## src/rtl/upcounter_ctrl_if.sv

```systemverilog
// upcounter_ctrl_if
//   Groups the request/status and counter-facing signals of upcounter_ctrl.
//   master : request side plus the counter feedback (start, abort, hold,
//            use_preset, preset, wraps, q, c); observes the strobes/status.
//   slave  : the sequencer; drives clear, load, incr, d, busy, done,
//            wrap_cnt, err.
//   Parameters: W = counter width, NW = wrap-count width.
interface upcounter_ctrl_if #(
  parameter int W  = 4,
  parameter int NW = 4
);
  logic          start;
  logic          abort;
  logic          hold;
  logic          use_preset;
  logic [W-1:0]  preset;
  logic [NW-1:0] wraps;
  logic [W-1:0]  q;
  logic          c;
  logic          clear;
  logic          load;
  logic          incr;
  logic [W-1:0]  d;
  logic          busy;
  logic          done;
  logic [NW-1:0] wrap_cnt;
  logic          err;

  modport master (
    output start, abort, hold, use_preset, preset, wraps, q, c,
    input  clear, load, incr, d, busy, done, wrap_cnt, err
  );

  modport slave (
    input  start, abort, hold, use_preset, preset, wraps, q, c,
    output clear, load, incr, d, busy, done, wrap_cnt, err
  );
endinterface

```

## src/rtl/upcounter_ctrl.sv

```systemverilog
// upcounter_ctrl
//   Sequencer in front of a W-bit loadable up-counter. On start it clears or
//   preset-loads the counter, increments it until the programmed number of
//   wrap-arounds has been observed on q, then pulses done.
//
// Ports
//   clk    : clock, rising edge
//   clr_n  : asynchronous active-low reset
//   io_ctl : upcounter_ctrl_if.slave (request inputs, counter feedback q/c,
//            counter strobes clear/load/incr/d, status busy/done/wrap_cnt/err)
//
// Optional feature: define UPCOUNTER_CTRL_CARRY_CHECK_EN to cross-check the
// counter carry c against predicted wraps (sticky err). Undefined: err = 0.
//
// state  | meaning
// -------+-----------------------------------------------
// IDLE   | waiting for start, all strobes low
// CLR    | one-cycle counter clear
// LOAD   | one-cycle counter load of captured preset
// RUN    | incrementing (gated by hold), counting wraps
// DONE   | one-cycle completion pulse
module upcounter_ctrl #(
  parameter int W  = 4,
  parameter int NW = 4
) (
  input  logic             clk,
  input  logic             clr_n,
  upcounter_ctrl_if.slave  io_ctl
);

  typedef enum logic [2:0] {
    S_IDLE = 3'd0,
    S_CLR  = 3'd1,
    S_LOAD = 3'd2,
    S_RUN  = 3'd3,
    S_DONE = 3'd4
  } state_t;

  state_t        r_state;
  state_t        w_state_nxt;
  logic [W-1:0]  r_preset;
  logic [NW-1:0] r_wraps;
  logic [NW-1:0] r_wrap_cnt;
  logic [NW-1:0] w_wrap_cnt_inc;
  logic          w_accept;
  logic          w_wrap;
  logic          w_clear;
  logic          w_load;
  logic          w_incr;
  logic          w_busy;
  logic          w_done;

  assign w_accept       = (r_state == S_IDLE) && io_ctl.start && !io_ctl.abort;
  // The counter wraps at the edge where an increment is issued at all-ones.
  assign w_wrap         = (r_state == S_RUN) && !io_ctl.hold && (io_ctl.q == '1);
  assign w_wrap_cnt_inc = r_wrap_cnt + 1'b1;

  always_comb begin
    w_state_nxt = r_state;
    w_clear     = 1'b0;
    w_load      = 1'b0;
    w_incr      = 1'b0;
    w_busy      = 1'b0;
    w_done      = 1'b0;
    case (r_state)
      S_IDLE: begin
        if (w_accept) w_state_nxt = io_ctl.use_preset ? S_LOAD : S_CLR;
      end
      S_CLR: begin
        w_clear     = 1'b1;
        w_busy      = 1'b1;
        w_state_nxt = (r_wraps == '0) ? S_DONE : S_RUN;
      end
      S_LOAD: begin
        w_load      = 1'b1;
        w_busy      = 1'b1;
        w_state_nxt = (r_wraps == '0) ? S_DONE : S_RUN;
      end
      S_RUN: begin
        w_busy = 1'b1;
        w_incr = !io_ctl.hold;
        if (w_wrap && (w_wrap_cnt_inc == r_wraps)) w_state_nxt = S_DONE;
      end
      S_DONE: begin
        w_done      = 1'b1;
        w_state_nxt = S_IDLE;
      end
      default: w_state_nxt = S_IDLE;
    endcase
    // Abort overrides every other transition out of a non-idle state.
    if ((r_state != S_IDLE) && io_ctl.abort) w_state_nxt = S_IDLE;
  end

  always_ff @(posedge clk or negedge clr_n) begin
    if (!clr_n) begin
      r_state    <= S_IDLE;
      r_preset   <= '0;
      r_wraps    <= '0;
      r_wrap_cnt <= '0;
    end else begin
      r_state <= w_state_nxt;
      if (w_accept) begin
        r_preset   <= io_ctl.preset;
        r_wraps    <= io_ctl.wraps;
        r_wrap_cnt <= '0;
      end else if (w_wrap && !io_ctl.abort) begin
        r_wrap_cnt <= w_wrap_cnt_inc;
      end
    end
  end

  assign io_ctl.clear    = w_clear;
  assign io_ctl.load     = w_load;
  assign io_ctl.incr     = w_incr;
  assign io_ctl.busy     = w_busy;
  assign io_ctl.done     = w_done;
  assign io_ctl.d        = r_preset;
  assign io_ctl.wrap_cnt = r_wrap_cnt;

`ifdef UPCOUNTER_CTRL_CARRY_CHECK_EN
  logic r_wrap_d;
  logic r_err;

  // c is expected exactly one cycle after each predicted wrap edge; any
  // disagreement while in RUN/DONE is latched until reset or the next start.
  always_ff @(posedge clk or negedge clr_n) begin
    if (!clr_n) begin
      r_wrap_d <= 1'b0;
      r_err    <= 1'b0;
    end else begin
      r_wrap_d <= w_wrap;
      if (w_accept) begin
        r_err <= 1'b0;
      end else if (((r_state == S_RUN) || (r_state == S_DONE)) &&
                   (r_wrap_d != io_ctl.c)) begin
        r_err <= 1'b1;
      end
    end
  end

  assign io_ctl.err = r_err;
`else
  assign io_ctl.err = 1'b0;
`endif

endmodule
```

## src/flat_wrapper.sv

```systemverilog
// flat-port wrapper written by rule: the top's interface ports become plain ports
module upcounter_ctrl_flat 
#(
  parameter int W  = 4,
  parameter int NW = 4
)
  (clk, clr_n, io_ctl_start, io_ctl_abort, io_ctl_hold, io_ctl_use_preset, io_ctl_preset, io_ctl_wraps, io_ctl_q, io_ctl_c, io_ctl_clear, io_ctl_load, io_ctl_incr, io_ctl_d, io_ctl_busy, io_ctl_done, io_ctl_wrap_cnt, io_ctl_err);
  upcounter_ctrl_if #(.W(W), .NW(NW)) io_ctl_i ();
  input  logic clk;
  input  logic clr_n;
  input wire logic [$bits(io_ctl_i.start)-1:0] io_ctl_start;
  input wire logic [$bits(io_ctl_i.abort)-1:0] io_ctl_abort;
  input wire logic [$bits(io_ctl_i.hold)-1:0] io_ctl_hold;
  input wire logic [$bits(io_ctl_i.use_preset)-1:0] io_ctl_use_preset;
  input wire logic [$bits(io_ctl_i.preset)-1:0] io_ctl_preset;
  input wire logic [$bits(io_ctl_i.wraps)-1:0] io_ctl_wraps;
  input wire logic [$bits(io_ctl_i.q)-1:0] io_ctl_q;
  input wire logic [$bits(io_ctl_i.c)-1:0] io_ctl_c;
  output wire logic [$bits(io_ctl_i.clear)-1:0] io_ctl_clear;
  output wire logic [$bits(io_ctl_i.load)-1:0] io_ctl_load;
  output wire logic [$bits(io_ctl_i.incr)-1:0] io_ctl_incr;
  output wire logic [$bits(io_ctl_i.d)-1:0] io_ctl_d;
  output wire logic [$bits(io_ctl_i.busy)-1:0] io_ctl_busy;
  output wire logic [$bits(io_ctl_i.done)-1:0] io_ctl_done;
  output wire logic [$bits(io_ctl_i.wrap_cnt)-1:0] io_ctl_wrap_cnt;
  output wire logic [$bits(io_ctl_i.err)-1:0] io_ctl_err;
  assign io_ctl_i.start = io_ctl_start;
  assign io_ctl_i.abort = io_ctl_abort;
  assign io_ctl_i.hold = io_ctl_hold;
  assign io_ctl_i.use_preset = io_ctl_use_preset;
  assign io_ctl_i.preset = io_ctl_preset;
  assign io_ctl_i.wraps = io_ctl_wraps;
  assign io_ctl_i.q = io_ctl_q;
  assign io_ctl_i.c = io_ctl_c;
  assign io_ctl_clear = io_ctl_i.clear;
  assign io_ctl_load = io_ctl_i.load;
  assign io_ctl_incr = io_ctl_i.incr;
  assign io_ctl_d = io_ctl_i.d;
  assign io_ctl_busy = io_ctl_i.busy;
  assign io_ctl_done = io_ctl_i.done;
  assign io_ctl_wrap_cnt = io_ctl_i.wrap_cnt;
  assign io_ctl_err = io_ctl_i.err;
  upcounter_ctrl #(.W(W), .NW(NW)) u_core (.clk(clk), .clr_n(clr_n), .io_ctl(io_ctl_i));
endmodule
```

## config.mk

```make
export PLATFORM = sky130hd
export DESIGN_NAME = upcounter_ctrl_flat
export DESIGN_NICKNAME = d
export VERILOG_FILES = /design/src/rtl/upcounter_ctrl_if.sv /design/src/rtl/upcounter_ctrl.sv /design/src/flat_wrapper.sv
export SDC_FILE = /design/constraint.sdc
export NUM_CORES = 1
export LEC_CHECK = 0
export CORE_ASPECT_RATIO = 1.2
export CORE_UTILIZATION = 46
export DETAILED_ROUTE_END_ITERATION = 7
export PLACE_DENSITY = 0.86
export SLEW_MARGIN = 20
export SYNTH_ARGS = -nofsm -noshare
export SYNTH_HDL_FRONTEND = slang
export SYNTH_SLANG_ARGS = --single-unit
```

## constraint.sdc

```tcl
create_clock -name clk -period 2.6 [get_ports clk]
set_input_delay 0.52 -clock clk [delete_from_list [all_inputs] [get_ports clk]]
set_output_delay 0.52 -clock clk [all_outputs]
set_load 0.01 [all_outputs]
```

==> out/metrics.cfg, run 1 <==
[job]
drv_cap=0

[sta]
max_freq_ghz=0.425
skew_ns=0.00466
rsz0062_at_grt=no
hold_violations=0
setup_violations=0
slew_headroom_pct=57.3
drv_slew=0
timing.hold.ws_ns=0.494
finalCritPeriodShare_pct=90.4
worstMarginPinSlew_ns=0.638
period_needed_ns=2.35
tns_ns=0

[floorplanning]
dieArea_um2=2090
start_util_pct=51.5
ioPinCount=33
coreArea_um2=1700
dieWidth_um=41.9
rows=16
die_y_um=49.8

[yosys]
syn_nets=96
syn_avg_cell_area_um2=11.5
yosys_warnings=0
ys_seq_area_share_pct=42.8
ys_ff_latch=15
synth_area_leaders=dfrtp_1 (43%), xnor2_1 (8.0%), mux2_1 (7.7%), nor3_2 (3.4%), nand4bb_4 (3.1%)
synthDistinctLibCells=30
synth_flop_cell=dfrtp_1
synthDominantCellAreaShare_pct=42.8
syn_inst=76
async_reset_ff_share_pct=100
synth-edff-count=0
synthesis.area_um2=877
yosys.area.top_type=dfrtp_1

[power]
power.share.clock_pct=14.2
netSwitchingPower_w=0.000313
power-per-cell-area_nw_per_um2=777
power_w=0.000928
p_comb_share_pct=43.6
ir_drop_mv=0.642
leakagePower_nw=0.478
pwr-share-seq_pct=42.2
p_sw_share_pct=33.7
p_int_w=0.000615

[clocking]
clkTransAtPathRegs_ns=0.08
clkSinkCount=15
post_cts_buffers=0
clk_latency_ns=0.29
cts_root_buf=clkbuf_4
ctsLongestPathBuffers=2
cts_tree=done
cts_resized=0
postCtsHoldBufs=0
cts_max_level=1
cts_buffers=3

[global_route]
grt_pass1_wl_um=2770
grt-ovfl-total=0
first_global_vias=658
grt_use_total_pct=18.3
grt_max_degree=16
antenna_found_initial=0

[detailed_routing]
antenna_left=0
drt-vias-per-instance=5.40
wire_per_inst_um=13.4
post-route-drc-count=0
drt-total-wl_um=1660
drt_iter0_drc=4
wl_met2_um=862
dr.max_layer_used=met4
vias=670
wl_met3_um=93
wl_met1_um=658
drt_first_pass_iters=4

[setup_path]
r2r-end=u_core.io_ctl.d[0]$_DFFE_PN0P_
cp_data_arrival_time_ns=1.83
cp.required_ns=2.08
rrSetupSlack_ns=0.94
path_max_fanout=5
startpoint_type=primary input
crit_type=primary input to primary output
reg2reg_depth=3
r2r-start=u_core.r_state[1]$_DFFE_PN0P_
end_kind=primary output
critPathLaunch=io_ctl_hold
critPathCapture=io_ctl_incr

[finish]
synthToLayoutAreaGrowth_pct=36.1
antenna_cells=0
drive_above_1_share_pct=15.1
nets=127
utilization_pct=70.1

[min_path]
min-delay-start=u_core.io_ctl.d[3]$_DFFE_PN0P_
hold_class=flop to flop

[placed_design]
io_buffer_count=30
gp_congestion=0.705
hpwlAfterDp_um=1310

[outcome]
outcome=finished clean

[cell usage after synthesis (3+ instances only)]
master	number
nor4_1	3
mux2_1	6
dfrtp_1	15
xnor2_1	8
nor2_1	5
nor3_2	3
nand2_1	3
[registers in the layout, indices dropped and copies added (netlist names)]
register	count
u_core.r_wraps	4
u_core.io_ctl.wrap_cnt	4
u_core.r_state	3
u_core.io_ctl.d	4
[power groups by stage]
stage               combinational [W]  sequential, W  clock [W]
global route                 0.000438       0.000406   0.000149
global placement             0.000396       0.000394          0
CTS                          0.000409       0.000392   0.000137
floorplan                    0.000268       0.000370          0
finish                       0.000405       0.000391   0.000132
detailed placement           0.000406       0.000396          0
[metal layers]
layer,track usage (%),vias up
li1,-,319
met3,5.86,6
met1,19.3,319
met5,0,-
met2,31.0,26
met4,11.3,0
[how the worst min path moves through the flow]
stage | end | slack [ns] | cells after the start
2_1_floorplan | u_core.io_ctl.d[0]$_DFFE_PN0P_ | 0.22 | 0
3_3_place_gp | u_core.io_ctl.d[3]$_DFFE_PN0P_ | 0.47 | 1
3_5_place_dp | u_core.io_ctl.d[3]$_DFFE_PN0P_ | 0.48 | 1
4_1_cts | u_core.io_ctl.d[2]$_DFFE_PN0P_ | 0.50 | 1
5_1_grt | u_core.io_ctl.d[2]$_DFFE_PN0P_ | 0.51 | 1
6_report | u_core.io_ctl.d[3]$_DFFE_PN0P_ | 0.49 | 1
[final cells by class]
cell class	count	area [µm²]
flip-flops and latches	15	375
well taps	18	22.5
multi-input cells	55	458
clock buffers	4	26.3
inverters	1	3.75
repair buffers	31	308
fillers	121	508
[per-stage QoR]
stage / cells / area (µm²) / worst slack [ns]
floorplan: 76 / 877 / 1.07
global placement: 120 / 1170 / 0.267
finish: 124 / 1190 / 0.249
detailed placement: 120 / 1170 / 0.246
global route: 124 / 1190 / 0.186
CTS: 124 / 1190 / 0.247
[worst max-delay path: stages]
cell and delay, ns:
clkdlybuf4s50_1 0.41, nand4bb_4 0.29, inv_1 0.08, clkdlybuf4s50_1 0.53
[cells in the final DEF, fill, tap and decap left out, types with 3 or more instances in the layout]
cell,Yosys,routed
nor4_1,3,3
nor3_2,3,3
xnor2_1,8,8
nand2_1,3,3
clkdlybuf4s50_1,0,30
nor2_1,5,5
mux2_1,6,6
clkbuf_4,0,3
dfrtp_1,15,15
[kinds of logic (layout without fill, tap and decap cells)]
group | after synthesis | in the layout | synth area share (%)
adders and majority gates | 1 | 1 | 1.43
other | 1 | 1 | 0.428
buffers and inverters | 6 | 36 | 4.99
and+or+nand+nor | 30 | 30 | 26.1
muxes | 9 | 9 | 11.4
DFF | 15 | 15 | 42.8
xor gates and xnor gates | 10 | 10 | 9.99
AOI/OAI and AO/OA | 4 | 4 | 2.85
Power figures use the tool's default switching activity.
==> run 2, diff against run 1 <==
- REMOVE_ABC_BUFFERS: not set -> 1
- SKIP_LAST_GASP: not set -> 1
==> run 2 against run 1 <==
First-iteration DRC count shrank 50%. Setup slack gained 0.014 ns. Clock-buffer cell count is the same. Final cell count is the same. Critical path depth is the same. Global-route usage grew 0.20 points. Clock skew shrank 0.0041 ns. Highest routed layer is now met3.
==> out/metrics.cfg, run 2 (synthesized netlist as in run 1, its figures left out) <==
[clocking]
cts_max_level=1  ; unchanged
clkTransAtPathRegs_ns=0.09  ; about the same
cts_resized=0  ; unchanged
cts_tree=done
postCtsHoldBufs=0  ; unchanged
post_cts_buffers=0  ; unchanged
ctsLongestPathBuffers=2  ; unchanged
cts_buffers=3  ; unchanged
clk_latency_ns=0.28  ; about the same
clkSinkCount=15  ; unchanged
cts_root_buf=clkbuf_4

[power]
p_sw_share_pct=34.6  ; +0.92 points
power_w=0.000940  ; +1.3%
netSwitchingPower_w=0.000326  ; +4.1%
leakagePower_nw=0.478  ; unchanged
ir_drop_mv=0.599  ; -6.7%
p_int_w=0.000615  ; about the same
p_comb_share_pct=43.3  ; -0.3 points
power.share.clock_pct=14.1  ; about the same
pwr-share-seq_pct=42.6  ; +0.4 points
power-per-cell-area_nw_per_um2=788  ; +1.3%

[global_route]
first_global_vias=655  ; -0.46%
grt-ovfl-total=0  ; unchanged
grt_pass1_wl_um=2890  ; +4.5%
grt_max_degree=16  ; unchanged
antenna_found_initial=0  ; unchanged
grt_use_total_pct=18.5  ; +0.20 points

[sta]
period_needed_ns=2.34  ; -0.0137 ns
worstMarginPinSlew_ns=0.691  ; +0.0531 ns
hold_violations=0  ; unchanged
finalCritPeriodShare_pct=89.9  ; -0.53 points
layout_setup_ws_ns=0.263  ; +0.0137 ns
setup_violations=0  ; unchanged
skew_ns=0.000586  ; -0.00408 ns
rsz0062_at_grt=no
tns_ns=0  ; unchanged
slew_headroom_pct=53.8  ; -3.5 points
drv_slew=0  ; unchanged
max_freq_ghz=0.428  ; +0.59%

[finish]
drive_above_1_share_pct=15.1  ; unchanged
synthToLayoutAreaGrowth_pct=36.1  ; unchanged
final_common_cell=clkdlybuf4s50_1
final_cell_mix=clkdlybuf4s50_1 (30), dfrtp_1 (15), xnor2_1 (8), mux2_1 (6), nor2_1 (5)
antenna_cells=0  ; unchanged
fillers=132  ; +9.1%
nets=127  ; unchanged
final_area_um2=1190  ; unchanged

[floorplanning]
die_y_um=49.8  ; unchanged
start_util_pct=51.5  ; unchanged
dieWidth_um=41.9  ; unchanged
dieArea_um2=2090  ; unchanged
ioPinCount=33  ; unchanged
rows=16  ; unchanged
coreArea_um2=1700  ; unchanged

[setup_path]
rrSetupSlack_ns=0.97  ; +0.03 ns
crit_type=primary input to primary output
startpoint_type=primary input
reg2reg_depth=3  ; unchanged
cp_data_arrival_time_ns=1.82  ; about the same
path_max_fanout=5  ; unchanged
critPathLaunch=io_ctl_hold
r2r-start=u_core.r_state[1]$_DFFE_PN0P_
cp.required_ns=2.08  ; about the same
r2r-end=u_core.io_ctl.d[0]$_DFFE_PN0P_
end_kind=primary output
critPathCapture=io_ctl_incr

[detailed_routing]
drt-vias-per-instance=5.30  ; -1.9%
drt_iter0_drc=2  ; -2
vias=657  ; -1.9%
drt_first_pass_iters=4  ; unchanged
wire_per_inst_um=13.5  ; +0.72%
antenna_left=0  ; unchanged
drt-total-wl_um=1670  ; +0.72%
post-route-drc-count=0  ; unchanged

[placed_design]
place_area_um2=1170  ; unchanged
dp_worst_setup_slack_ns=0.274  ; +0.0281 ns
io_buffer_count=30  ; unchanged
hpwlAfterDp_um=1280  ; -2.1%
gp_congestion=0.762  ; +8.0%

[min_path]
hold_class=flop to flop
min-delay-start=u_core.io_ctl.d[2]$_DFFE_PN0P_

[job]
drv_cap=0  ; unchanged

[outcome]
outcome=finished clean

## run 2: per-layer routing
metal  routed length, µm  GRT usage, %  up-vias
li1                    -             -      319
met1                 680          20.9      311
met2                 879          32.8       27
met3                 114          5.13        0
met4                   0          6.45        0
met5                   0             0        -
## run 2: how the worst min path moves through the flow
stage,endpoint,slack [ns],depth (start not counted)
finish,u_core.io_ctl.d[2]$_DFFE_PN0P_,0.49,1
global route,u_core.io_ctl.d[2]$_DFFE_PN0P_,0.50,1
CTS,u_core.io_ctl.d[2]$_DFFE_PN0P_,0.49,1
detailed placement,u_core.io_ctl.d[2]$_DFFE_PN0P_,0.48,1
global placement,u_core.io_ctl.d[2]$_DFFE_PN0P_,0.47,1
floorplan,u_core.io_ctl.d[0]$_DFFE_PN0P_,0.22,0
## run 2: per-stage QoR
step                instances  util (%)  hold slack (ns)
floorplan                  71         -            0.224
global placement          120      68.6            0.467
detailed placement        120      68.6            0.480
CTS                       124      70.1            0.495
global route              124      70.1            0.500
finish                    124      70.1            0.494
## run 2: worst max-delay path, cell delays in order
cell and delay (ns):
clkdlybuf4s50_1 0.40, nand4bb_4 0.28, inv_1 0.08, clkdlybuf4s50_1 0.53
## run 2: layout make-up
cell class              instances  area (µm²)  area share (%)
multi-input cells              55         458            38.4
flip-flops and latches         15         375            31.4
repair buffers                 31         308            25.8
clock buffers                   4        26.3            2.20
well taps                      18        22.5            1.89
inverters                       1        3.75           0.314
## run 2: power by group through the flow
stage                     Clock (W)  Combinational, W  Sequential [W]
after floorplan                   0          0.000219        0.000399
after global placement            0          0.000395        0.000395
after detailed placement          0          0.000411        0.000402
after CTS                  0.000136          0.000414        0.000397
after global routing       0.000148          0.000445        0.000408
final                      0.000133          0.000407        0.000400
==> run 3, diff against run 2 <==
- CELL_PAD_IN_SITES_DETAIL_PLACEMENT: not set -> 0
- CELL_PAD_IN_SITES_GLOBAL_PLACEMENT: not set -> 1
- CORE_UTILIZATION: 46 -> 35
==> run 3 against run 2 <==
Power shrank 1.4%. Setup slack gained 0.0033 ns. Maximum frequency rose by 0.14%. Worst hold slack got worse by 0.0010 ns. Combinational power hardly changed. Critical path type unchanged. Highest routed layer is now met4. Critical path depth unchanged. First-iteration DRC count grew to 2.5 times the previous value.
==> out/metrics.cfg, run 3 (synthesized netlist as in run 1, its figures left out) <==
[detailed_routing]
antenna_left=0  ; unchanged
drt_iter0_drc=5  ; +3
drt_first_pass_iters=2  ; -2
vias=671  ; +2.1%
drt-vias-per-instance=4.90  ; -7.6%
post-route-drc-count=0  ; unchanged
wire_per_inst_um=12.5  ; -7.1%
drt-total-wl_um=1720  ; +2.6%

[setup_path]
reg2reg_depth=3  ; unchanged
startpoint_type=primary input
path_common_cell=clkdlybuf4s50_1
path_cells=clkdlybuf4s50_1 -> nand4bb_4 -> inv_1 -> clkdlybuf4s50_1
r2r-end=u_core.io_ctl.d[0]$_DFFE_PN0P_
end_kind=primary output
crit_type=primary input to primary output
slowest_stage=clkdlybuf4s50_1
rrSetupSlack_ns=0.94  ; -0.03 ns
path_max_fanout=5  ; unchanged
max_stage_delay_ns=0.53  ; about the same
path_buf_inv=3  ; unchanged
cp_data_arrival_time_ns=1.81  ; about the same
r2r-start=u_core.r_state[1]$_DFFE_PN0P_
cp.required_ns=2.08  ; about the same
path_delay_family=buffers and inverters

[power]
power-per-cell-area_nw_per_um2=766  ; -2.8%
leakagePower_nw=0.478  ; unchanged
power_w=0.000927  ; -1.4%
ir_drop_mv=0.550  ; -8.3%

[global_route]
grt_pass1_wl_um=2970  ; +2.8%
grt-ovfl-total=0  ; unchanged
first_global_vias=650  ; -0.76%
grt_max_degree=16  ; unchanged
grt_use_total_pct=15.2  ; -3.3 points
antenna_found_initial=0  ; unchanged

[min_path]
hold_end=u_core.io_ctl.d[3]$_DFFE_PN0P_
worstHoldPathCells=1  ; unchanged
hold_class=flop to flop
min-delay-start=u_core.io_ctl.d[3]$_DFFE_PN0P_

[clocking]
postCtsHoldBufs=0  ; unchanged
cts_tree=done
clk_latency_ns=0.27  ; about the same
clkTransAtPathRegs_ns=0.08  ; about the same
cts_max_level=1  ; unchanged
cts_buffers=3  ; unchanged
cts_resized=0  ; unchanged
clkSinkCount=15  ; unchanged
cts_root_buf=clkbuf_4
post_cts_buffers=0  ; unchanged
ctsLongestPathBuffers=2  ; unchanged

[placed_design]
io_buffer_count=30  ; unchanged
place_area_um2=1180  ; +1.4%
hpwlAfterDp_um=1330  ; +3.2%
dp_worst_setup_slack_ns=0.277  ; +0.00296 ns
gp_congestion=0.761  ; -0.16%

[sta]
worstMarginPinSlew_ns=0.679  ; -0.0119 ns
setup_violations=0  ; unchanged
skew_ns=0.000911  ; +0.000325 ns
max_freq_ghz=0.428  ; +0.14%
hold_violations=0  ; unchanged
drv_slew=0  ; unchanged
slew_headroom_pct=54.6  ; +0.80 points
rsz0062_at_grt=no
layout_setup_ws_ns=0.266  ; +0.00333 ns
period_needed_ns=2.33  ; -0.00333 ns
finalCritPeriodShare_pct=89.8  ; -0.13 points
tns_ns=0  ; unchanged

[floorplanning]
die_y_um=56.8  ; +14%
rows=19  ; +3
ioPinCount=33  ; unchanged
dieWidth_um=47.7  ; +14%
coreArea_um2=2330  ; +37%
start_util_pct=37.6  ; -14 points
dieArea_um2=2710  ; +30%

[finish]
final_cell_mix=clkdlybuf4s50_1 (30), dfrtp_1 (15), xnor2_1 (8), mux2_1 (6), nor2_1 (5)
utilization_pct=51.9  ; -18 points
antenna_cells=0  ; unchanged
fillers=233  ; +77%
drive_above_1_share_pct=15.1  ; unchanged
synthToLayoutAreaGrowth_pct=37.9
nets=127  ; unchanged
final_common_cell=clkdlybuf4s50_1
final_area_um2=1210  ; +1.4%

[outcome]
outcome=finished clean

[job]
drv_cap=0  ; unchanged

==> run 3: cell counts in the layout (fill, tap and decap cells not counted) <==
No cell type changed its count.
==> run 3: how the worst max path moves through the flow <==
stage | startpoint | endpoint | cells past startpoint
3_5_place_dp | io_ctl_hold | io_ctl_incr | 4
6_report | io_ctl_hold | io_ctl_incr | 4
2_1_floorplan | u_core.io_ctl.wrap_cnt[0]$_DFFE_PN0P_ | u_core.r_state[1]$_DFFE_PN0P_ | 5
3_3_place_gp | io_ctl_hold | io_ctl_incr | 4
4_1_cts | io_ctl_hold | io_ctl_incr | 4
5_1_grt | io_ctl_hold | io_ctl_incr | 4
==> run 3: metrics by stage <==
stage / cells / hold slack [ns]
2_1_floorplan: 71 / 0.224
3_3_place_gp: 133 / 0.475
3_5_place_dp: 133 / 0.478
4_1_cts: 137 / 0.498
5_1_grt: 137 / 0.507
6_report: 137 / 0.493
==> run 3: worst register-to-register path: stages (launching register included) <==
cell	delay [ns]
dfrtp_1	0.50
nor3_2	0.27
nor2b_4	0.40
mux2_2	0.38
==> run 3: power breakdown <==
group          internal, W  leakage (nW)  switching, W
Combinational     0.000245         0.273      0.000160
Clock            0.0000593        0.0150     0.0000679
Sequential        0.000311         0.190     0.0000842
==> run 3: layer usage <==
layer	vias up	wire (µm)	GRT usage, %
li1	321	-	-
met5	-	0	0
met2	20	896	23.2
met4	0	16	7.14
met3	2	73	1.93
met1	328	732	20.5
==> run 3: layout make-up <==
type                       count  area (µm²)  share of cell area [%]
timing repair buffer          31         308                    25.4
multi-input combinational     55         458                    37.8
inverter                       1        3.75                   0.310
sequential                    15         375                    31.0
clock buffer                   4        26.3                    2.17
tap                           31        38.8                    3.21
==> RTL change 1 (flow settings as in run 3) <==
`W` is set to 4 in 3 places; all go to 5.
--- a/src/rtl/upcounter_ctrl_if.sv
+++ b/src/rtl/upcounter_ctrl_if.sv
@@ -6,7 +6,7 @@
 //            wrap_cnt, err.
 //   Parameters: W = counter width, NW = wrap-count width.
 interface upcounter_ctrl_if #(
-  parameter int W  = 4,
+  parameter int W  = 5,
   parameter int NW = 4
 );
   logic          start;
--- a/src/rtl/upcounter_ctrl.sv
+++ b/src/rtl/upcounter_ctrl.sv
@@ -20,7 +20,7 @@
 // RUN    | incrementing (gated by hold), counting wraps
 // DONE   | one-cycle completion pulse
 module upcounter_ctrl #(
-  parameter int W  = 4,
+  parameter int W  = 5,
   parameter int NW = 4
 ) (
   input  logic             clk,
--- a/src/flat_wrapper.sv
+++ b/src/flat_wrapper.sv
@@ -1,7 +1,7 @@
 // flat-port wrapper written by rule: the top's interface ports become plain ports
 module upcounter_ctrl_flat 
 #(
-  parameter int W  = 4,
+  parameter int W  = 5,
   parameter int NW = 4
 )
   (clk, clr_n, io_ctl_start, io_ctl_abort, io_ctl_hold, io_ctl_use_preset, io_ctl_preset, io_ctl_wraps, io_ctl_q, io_ctl_c, io_ctl_clear, io_ctl_load, io_ctl_incr, io_ctl_d, io_ctl_busy, io_ctl_done, io_ctl_wrap_cnt, io_ctl_err);
Ports: changed (resized io_ctl_d, io_ctl_preset and io_ctl_q); port bits go from 33 to 36. No check against the original RTL was run, so the function may have changed too.
==> RTL change 1 against run 3 <==
- total power is 5.9% higher
- critical path type unchanged
- sequential cell count rose by 1
- core utilization is 1.5 points higher
- synthesized area up 2.7%
- worst setup slack improved by 0.032 ns
- routed wire length up 2.0%
- die area up 2.6%
- design area up 4.0%
- critical path depth down 1
==> RTL change 1: results (changes against run 3) <==
| Metric | Value |
|---|---|
| Static Leak | `0.499 nW (was 0.478 nW)` |
| Met2 GRT Util | `22.5% (was 23.2%)` |
| Number of port buffers | `33 (was 30)` |
| Commonest cells post-synth | `dfrtp_1, mux2_2, xnor2_1 (was dfrtp_1, xnor2_1, mux2_1)` |
| Main area contributors after synthesis | `dfrtp_1, mux2_2, xnor2_1 (was dfrtp_1, xnor2_1, mux2_1)` |
| Hold slack | `0.512 ns (was 0.493 ns)` |
| VDD IR max | `0.446 mV (was 0.550 mV)` |
| Reg2Reg Depth | `5 (was 3)` |
| Synth cell types | `32 (was 30)` |
| Sw Pwr | `0.316 mW (was 0.312 mW)` |
| Pwr/cell area | `780 nW/um^2 (was 766 nW/um^2)` |
| Worst reg2reg endpoint | `u_core.r_state[0] (was u_core.io_ctl.d[0])` |
| Gpl congestion | `0.829 (was 0.761)` |
| Fraction of layout cells with a size suffix above 1 | `17.4% (was 15.1%)` |
| GRT met1 Usage | `20.1% (was 20.5%)` |
| First-pass GRT wire length | `3160 um (was 2970 um)` |
| Dpl ws | `0.291 ns (was 0.277 ns)` |
| Data arrival, critical path | `1.78 ns (was 1.81 ns)` |
| Slew @ Worst Pin | `0.698 ns (was 0.679 ns)` |
| Routed length on met1 | `795 um (was 732 um)` |
| Detail-routed via count per cell | `4.92 (was 4.90)` |
| DR pass1 iterations | `3 (was 2)` |
| GR Util met3 | `4.27% (was 1.93%)` |
| Sequential power share | `43.1% (was 42.6%)` |
| Critical Path Fanout Max | `3 (was 5)` |
| Routed wl met3 | `89 um (was 73 um)` |
| Largest net degree at the start of global routing | `17 (was 16)` |
| Fraction of the yosys area taken by sequential cells | `44.4% (was 42.8%)` |
| R2R Setup Slk | `0.88 ns (was 0.94 ns)` |
| Outcome | `complete, no violations (unchanged)` |
| Fmax | `434 MHz (was 428 MHz)` |
| Worst r2r src | `u_core.io_ctl.wrap_cnt[0] (was u_core.r_state[1])` |
| Post-DP HPWL | `1370 um (was 1330 um)` |
| 1st-iter DRT viols | `10 (was 5)` |
## RTL change 1: cells by family after synthesis
logic type,Yosys count,synth area share [%]
and+or+nand+nor,23,18.8
DFF,16,44.4
adders and majority gates,2,2.50
buffers and inverters,7,5.42
muxes,10,12.4
AOI/OAI and AO/OA,10,8.33
other,1,0.416
xor gates and xnor gates,8,7.78
## RTL change 1: per-stage QoR
step	instance area [sq um]	cells	util, %	power [mW]
after detailed placement	1240	137	52.5	0.867
after CTS	1260	140	53.5	0.995
after global placement	1240	137	52.5	0.853
after floorplan	860	72	-	0.656
final	1260	140	53.5	0.981
after global routing	1260	140	53.5	1.06
## RTL change 1: power by group through the flow
stage	Clock [mW]	Combinational [mW]	Sequential (mW)
after global routing	0.150	0.468	0.444
final	0.125	0.434	0.423
after global placement	0	0.429	0.423
after detailed placement	0	0.437	0.430
after CTS	0.132	0.439	0.424
after floorplan	0	0.225	0.431
## RTL change 1: layout make-up
cell class	instances	area (sq um)
fill	205	1090
multi-input combinational	54	452
sequential	16	400
timing repair buffer	34	338
tap	31	38.8
clock buffer	3	22.5
inverter	2	7.51
## RTL change 1: critical path, cell delays in order
cell and delay, ns:
clkdlybuf4s50_1 0.40, and4bb_4 0.34, clkdlybuf4s50_1 0.53
## RTL change 1: worst min path at each step
stage / from / depth (start not counted) / to
final: u_core.io_ctl.d[1] / 1 / u_core.io_ctl.d[1]
after global routing: u_core.io_ctl.d[1] / 1 / u_core.io_ctl.d[1]
after CTS: u_core.io_ctl.d[1] / 1 / u_core.io_ctl.d[1]
after detailed placement: u_core.io_ctl.d[1] / 1 / u_core.io_ctl.d[1]
after global placement: u_core.io_ctl.d[1] / 1 / u_core.io_ctl.d[1]
after floorplan: clr_n / 0 / u_core.io_ctl.d[0]
==> RTL change 2 (flow settings as in run 3) <==
Made on the original files. Re-encode `state_t` (5 states) as Gray code, 3 bits wide.
--- a/src/rtl/upcounter_ctrl.sv
+++ b/src/rtl/upcounter_ctrl.sv
@@ -29,11 +29,11 @@
 );
 
   typedef enum logic [2:0] {
-    S_IDLE = 3'd0,
-    S_CLR  = 3'd1,
-    S_LOAD = 3'd2,
-    S_RUN  = 3'd3,
-    S_DONE = 3'd4
+    S_IDLE = 3'b000,
+    S_CLR  = 3'b001,
+    S_LOAD = 3'b011,
+    S_RUN  = 3'b010,
+    S_DONE = 3'b110
   } state_t;
 
   state_t        r_state;
Behaviour: same outputs for any inputs over 10 cycles, from zero or initial values; not proved beyond that.
==> RTL change 2 against run 3 <==
- synthesized area down 9.7%
- routed wire length down 12%
- sequential cell count unchanged
- worst setup slack worse by 0.18 ns
- design area down 4.2%
- highest routed layer unchanged
Power is not compared: it rests on default switching activity, and its combinational part moved more than twofold at a synthesized area within 25%.
==> RTL change 2: results (changes against run 3) <==
| Metric | Value |
|---|---|
| Outcome | `complete, no violations (unchanged)` |
| Number of port buffers | `30 (unchanged)` |
| Fraction of the yosys area taken by sequential cells | `47.4% (was 42.8%)` |
| Gpl congestion | `0.671 (was 0.761)` |
| Final net count | `120 (was 127)` |
| Reg2Reg Depth | `5 (was 3)` |
| Gr usage total | `15.2% (about the same)` |
| Data arrival, critical path | `1.99 ns (was 1.81 ns)` |
| Post-place instance area | `1130 sq um (was 1180 sq um)` |
| 1st-iter DRT viols | `10 (was 5)` |
| Post-Place Cells | `125 (was 133)` |
| Via count | `626 (was 671)` |
| Routed wire length | `1520 um (was 1720 um)` |
| Filler cells | `200 (was 233)` |
| Slew @ Worst Pin | `0.660 ns (was 0.679 ns)` |
| Post-DP HPWL | `1210 um (was 1330 um)` |
| Main area contributors after synthesis | `dfrtp_1, mux2_2, xor2_1 (was dfrtp_1, xnor2_1, mux2_1)` |
| Top_reg_cell synth | `dfrtp_1 (unchanged)` |
| R2R Setup Slk | `0.80 ns (was 0.94 ns)` |
| Critical Path Fanout Max | `2 (was 5)` |
| Worst r2r src | `u_core.r_state[2] (was u_core.r_state[1])` |
| First-pass GRT wire length | `2600 um (was 2970 um)` |
| Synth cell types | `29 (was 30)` |
| Static Leak | `0.492 nW` |
| Fraction of layout cells with a size suffix above 1 | `21.2% (was 15.1%)` |
| WL/cell | `11.8 um (was 12.5 um)` |
| Min setup slack post-route | `0.0892 ns (was 0.266 ns)` |
| Worst reg2reg endpoint | `u_core.io_ctl.wrap_cnt[0] (was u_core.io_ctl.d[0])` |
| DR pass1 iterations | `3 (was 2)` |
| Dpl ws | `0.0859 ns (was 0.277 ns)` |
| Commonest cells post-synth | `dfrtp_1, mux2_2, nor2_1, xor2_1 (was dfrtp_1, xnor2_1, mux2_1)` |
| Hold EP | `u_core.io_ctl.d[2] (was u_core.io_ctl.d[3])` |
| Fin Clk Skew | `0.00225 ns (was 0.000911 ns)` |
| Avg Inst Size Synth | `12.2 sq um (was 11.5 sq um)` |
| Hold slack | `0.515 ns (was 0.493 ns)` |
| Final instance area | `1160 sq um (was 1210 sq um)` |
| Hold_sp | `u_core.io_ctl.d[2] (was u_core.io_ctl.d[3])` |
RTL change 2: cells by family after synthesis:
kind of cell	after synthesis	synth area share, %
buffers and inverters	3	2.05
adder cells (fa/ha/maj)	1	1.58
flip-flops	15	47.4
multiplexers	9	12.8
AO/OA/AOI/OAI	5	4.42
AND/OR/NAND/NOR	24	23.5
other	1	0.473
XOR/XNOR	7	7.74
RTL change 2: report_power, final:
part,switching (mW),internal [mW]
sequential,0.0285,0.268
combinational,0.0588,0.106
clock,0.0695,0.0595
RTL change 2: cell type report:
cell class,instances,area share (%)
Tap cell,30,3.24
Multi-Input combinational cell,47,34.6
Timing Repair Buffer,32,27.2
Inverter,1,0.324
Clock buffer,4,2.27
Sequential cell,15,32.4
RTL change 2: layer usage:
layer	routed length, um	track usage [%]	vias up
li1	-	-	302
met1	658	16.8	292
met2	725	26.7	27
met3	95	3.36	5
met4	38	7.58	0
met5	0	0	-
